==> src/rtl/hazard_ctrl.sv <==
// Pipeline hazard controller: load-use stalls, branch flushes and multdiv busy stalls.
// Optional stall-cycle counter enabled by defining HAZARD_CTRL_STALL_CNT_EN.
module hazard_ctrl #(
  parameter int CNT_W = 32
) (
  input  logic             clk,
  input  logic             reset,
  input  logic [31:0]      insn_fd,
  input  logic [31:0]      insn_dx,
  input  logic             branch_taken,
  input  logic             md_ready,
  output logic             pc_en,
  output logic             fd_en,
  output logic             dx_en,
  output logic             xm_en,
  output logic             mw_en,
  output logic             fd_flush,
  output logic             dx_flush,
  output logic             xm_flush,
  output logic             md_start,
  output logic [CNT_W-1:0] stall_count
);

  localparam logic [4:0] OP_RTYPE = 5'b00000;
  localparam logic [4:0] OP_LW    = 5'b01000;
  localparam logic [4:0] OP_SW    = 5'b00111;
  localparam logic [4:0] ALU_MUL  = 5'b00110;
  localparam logic [4:0] ALU_DIV  = 5'b00111;

  typedef enum logic {IDLE, MD_BUSY} state_t;

  state_t r_state;
  state_t w_nextState;

  logic [4:0] w_fdOp, w_fdRd, w_fdRs, w_fdRt;
  logic [4:0] w_dxOp, w_dxRd, w_dxAluOp;
  logic       w_dxIsLw, w_dxIsMd, w_loadUse;

  assign w_fdOp    = insn_fd[31:27];
  assign w_fdRd    = insn_fd[26:22];
  assign w_fdRs    = insn_fd[21:17];
  assign w_fdRt    = insn_fd[16:12];
  assign w_dxOp    = insn_dx[31:27];
  assign w_dxRd    = insn_dx[26:22];
  assign w_dxAluOp = insn_dx[6:2];

  assign w_dxIsLw = (w_dxOp == OP_LW);
  assign w_dxIsMd = (w_dxOp == OP_RTYPE) &&
                    ((w_dxAluOp == ALU_MUL) || (w_dxAluOp == ALU_DIV));

  // A source register only matters if the FD instruction actually reads it.
  assign w_loadUse = w_dxIsLw && (w_dxRd != 5'd0) &&
                     ((w_dxRd == w_fdRs) ||
                      ((w_fdOp == OP_RTYPE) && (w_dxRd == w_fdRt)) ||
                      ((w_fdOp == OP_SW) && (w_dxRd == w_fdRd)));

  always_ff @(posedge clk or posedge reset) begin
    if (reset) r_state <= IDLE;
    else       r_state <= w_nextState;
  end

  always_comb begin
    w_nextState = r_state;
    pc_en    = 1'b1;
    fd_en    = 1'b1;
    dx_en    = 1'b1;
    xm_en    = 1'b1;
    mw_en    = 1'b1;
    fd_flush = 1'b0;
    dx_flush = 1'b0;
    xm_flush = 1'b0;
    md_start = 1'b0;
    if (!reset) begin
      case (r_state)
        IDLE: begin
          // Multdiv launch outranks a branch and a load-use stall.
          if (w_dxIsMd) begin
            md_start    = 1'b1;
            pc_en       = 1'b0;
            fd_en       = 1'b0;
            dx_en       = 1'b0;
            xm_flush    = 1'b1;
            w_nextState = MD_BUSY;
          end else if (branch_taken) begin
            fd_flush = 1'b1;
            dx_flush = 1'b1;
          end else if (w_loadUse) begin
            pc_en    = 1'b0;
            fd_en    = 1'b0;
            dx_flush = 1'b1;
          end
        end
        MD_BUSY: begin
          if (md_ready) begin
            w_nextState = IDLE;
          end else begin
            pc_en    = 1'b0;
            fd_en    = 1'b0;
            dx_en    = 1'b0;
            xm_flush = 1'b1;
          end
        end
        default: w_nextState = IDLE;
      endcase
    end
  end

  logic w_unused;

`ifdef HAZARD_CTRL_STALL_CNT_EN
  logic [CNT_W-1:0] r_stallCount;

  always_ff @(posedge clk or posedge reset) begin
    if (reset)       r_stallCount <= '0;
    else if (!pc_en) r_stallCount <= r_stallCount + 1'b1;
  end

  assign stall_count = r_stallCount;
  assign w_unused    = ^{insn_fd[11:0], insn_dx[21:7], insn_dx[1:0]};
`else
  assign stall_count = '0;
  assign w_unused    = ^{clk, insn_fd[11:0], insn_dx[21:7], insn_dx[1:0]};
`endif

endmodule

==> config.mk <==
export PLATFORM = sky130hd
export DESIGN_NAME = hazard_ctrl
export DESIGN_NICKNAME = d
export VERILOG_FILES = /design/src/rtl/hazard_ctrl.sv
export SDC_FILE = /design/constraint.sdc
export NUM_CORES = 1
export LEC_CHECK = 0
export CORE_MARGIN = 4
export CORE_UTILIZATION = 19
export CTS_BUF_LIST = sky130_fd_sc_hd__clkbuf_4 sky130_fd_sc_hd__clkbuf_8 sky130_fd_sc_hd__clkbuf_16
export DETAILED_ROUTE_END_ITERATION = 12
export PLACE_DENSITY = 0.77
export SLEW_MARGIN = 15
export SYNTH_ARGS = -nofsm -noshare
export SYNTH_HDL_FRONTEND = slang
export SYNTH_SLANG_ARGS = --single-unit
==> constraint.sdc <==
create_clock -name clk -period 2.4 [get_ports clk]
set_clock_uncertainty 0.2 [all_clocks]
set_input_delay 0.48 -clock clk [delete_from_list [all_inputs] [get_ports clk]]
set_output_delay 0.48 -clock clk [all_outputs]
set_load 0.02 [all_outputs]
==> metrics.txt <==
vias per cell=3.57; Ports=109; CP max-delay cell=or3_4; crit path kind=in -> out; DR vias=674; Slew Viols, Final=0; Layout Nets=215; cells along the critical path=buf_6 -> or3_4 -> o311a_1 -> and4_4 -> buf_6 -> a211oi_4 -> buf_6; drt initial violations=11; dpl cells=185; Sw Share=50.3%; CP required=1720 ps; DRT antenna net count=0; Biggest register=r_state; final HPWL from detailed placement=1740 um; pwr dens=161 mW/mm^2; VDD IR max=0.0000635 V; Min-Delay Path Class=reg -> reg; post-synthesis mux area share=1.75%; clock network power share=0%; Tmin final=2630 ps; CP startpoint kind=input pin; Yosys cell types=25; synth top area cells=buf_4 41%, xnor2_1 12%, xor2_1 8.2%; RSZ-0062 raised after global routing=yes; hold_buf cts=0; routability cong.=0.684; final wirelength=1990 um; first-pass GRT wire length=2900 um; Yosys reg bits=1; CP top delay family=compound AO/OA/AOI/OAI gates; Die Y=66.2 um; Ant. Diodes=0; max reg flops=1; Crit path top cell by count=buf_6; Worst-Skew Late Latency=0 ps; fmax=380 MHz; DP Area=0.00112 mm^2; largest net degree at the start of global routing=6; initial antenna violation count=0; Worst setup EP type=primary output; Internal=0.0963 mW; period utilization=110%; Finished Layout Cells=189; row count=20; Synth Cell Area=643 um^2; share of cells above drive strength 1=36.6%; final count of negative-setup-slack endpoints=2; sequential power share=9.0%; First-pass DRT Iterations=2; total net switching power=0.0976 mW; compound-cell area share of the yosys netlist=6.61%; die width=66.2 um; max cap viols=0; biggest regs=r_state x1; Cells after Synth=85; main flop type after synthesis=dfrtp_1; Synth Area in Adders=0%; post-route setup slack=-234 ps; Clk pin slew, worst setup/hold paths=0 ps; PortBufs=44; Leak=0.609 nW; Final Instance Area=0.00120 mm^2; xor/xnor share of the synthesized area=20.4%; Post-synth EDFFs=0; top-area cell type share of the netlist area=40.9%; vias in the first global route=647; simple-gate share of the synthesized area=23.5%; Worst Path Buf+Inv=3; failing checks=setup timing; core area=0.00315 mm^2; CP arrival=1950 ps; main combinational cell family by area after synthesis=buffers and inverters; synth warn=0; Async SR Flop Fraction=100%; Combinational Power Share=91.0%; wire per inst=10.5 um; grt ovf=0; GRT Overall Usage=8.42%; DRC Markers=0; Initial Utilization=20.4%; Final Hold Violating Endpoints=0; cell taking the most area after synthesis=buf_4; Die ar.=0.00438 mm^2; max incr delay on CP=370 ps; Syn Area/Cell=7.57 um^2; P&R area growth vs syn=86.8%; post-synthesis sequential area ratio=3.89%; status=complete, but fails checks; maximum fanout along the worst path=2
-- logic make-up (layout without fill, tap and decap cells) --
group,Yosys count,count (layout)
buf+inv,38,66
simple gates,23,23
flops,1,1
mux,1,1
other cells,2,34
xor+xnor,15,15
compound gates,5,5
-- power groups by stage --
stage	sequential [mW]	combinational, mW	clock, mW
finish	0.0174	0.176	0
detailed placement	0.0174	0.179	0
floorplan	0.0173	0.124	0
CTS	0.0174	0.176	0
global route	0.0174	0.191	0
global placement	0.0174	0.177	0
-- cells in the mapped netlist, types with 2 or more instances --
cell	number
conb_1	2
buf_4	35
nor2_1	3
xor2_1	6
nand3_1	3
nand2_1	2
nor3_1	3
nand4_1	2
nor4_1	2
nor3b_1	2
xnor2_1	9
inv_1	3
-- final cells by class --
type,instances,area [um^2]
Fill cell,354,1950
Multi-Input combinational cell,78,547
Tap cell,44,55.1
Inverter,3,11.3
Sequential cell,1,25.0
Timing Repair Buffer,63,563
-- layout by cell type, fill, tap and decap left out, types with 2 or more instances in the layout --
master,n
dlymetal6s2s_1,3
inv_1,2
dlygate4sd2_1,15
clkdlybuf4s50_1,6
buf_6,11
nand3_1,2
xnor2_1,9
xor2_1,6
conb_1,34
nand4_1,2
buf_2,4
clkbuf_2,3
nor3_1,2
clkdlybuf4s15_2,2
nand2_1,2
buf_4,17
nor4b_4,2
-- metrics by stage --
stage | hold slack [ps] | setup TNS [ps] | worst slack (ps) | power [mW] | utilization (%)
after floorplan | 17.1 | -166 | -166 | 0.141 | -
after global placement | 351 | -5630 | -994 | 0.195 | 35.6
after detailed placement | 369 | -5820 | -1020 | 0.197 | 35.6
after CTS | 384 | -571 | -282 | 0.193 | 37.7
after global routing | 424 | -711 | -275 | 0.208 | 38.1
final | 374 | -466 | -234 | 0.194 | 38.1
-- worst paths after layout --
check                            start      end  slack [ps]  cells after the start
setup / recovery           insn_dx[24]    fd_en        -230                      7
hold / removal                 r_state  r_state         370                      1
setup reg to reg               r_state  r_state        1080                      4
hold reg to reg                r_state  r_state         370                      1
max in group asynchronous        reset  r_state        1260                      3
min in group asynchronous        reset  r_state         660                      3
-- routing by layer --
layer	GRT usage (%)	vias to the layer above	wire length, um
met5	0	-	0
li1	-	334	-
met1	9.72	292	667
met4	0	0	0
met3	1.87	0	273
met2	16.5	48	1050
-- what timing repair did --
item / 4_1_cts / 5_1_grt
cloned: 0 / 0
endpoints found under the setup margin: 7 / 7
pin swaps: 22 / 12
resized for setup: 107 / 15
buffers inserted: 4 / 0
Power figures use the tool's default switching activity.
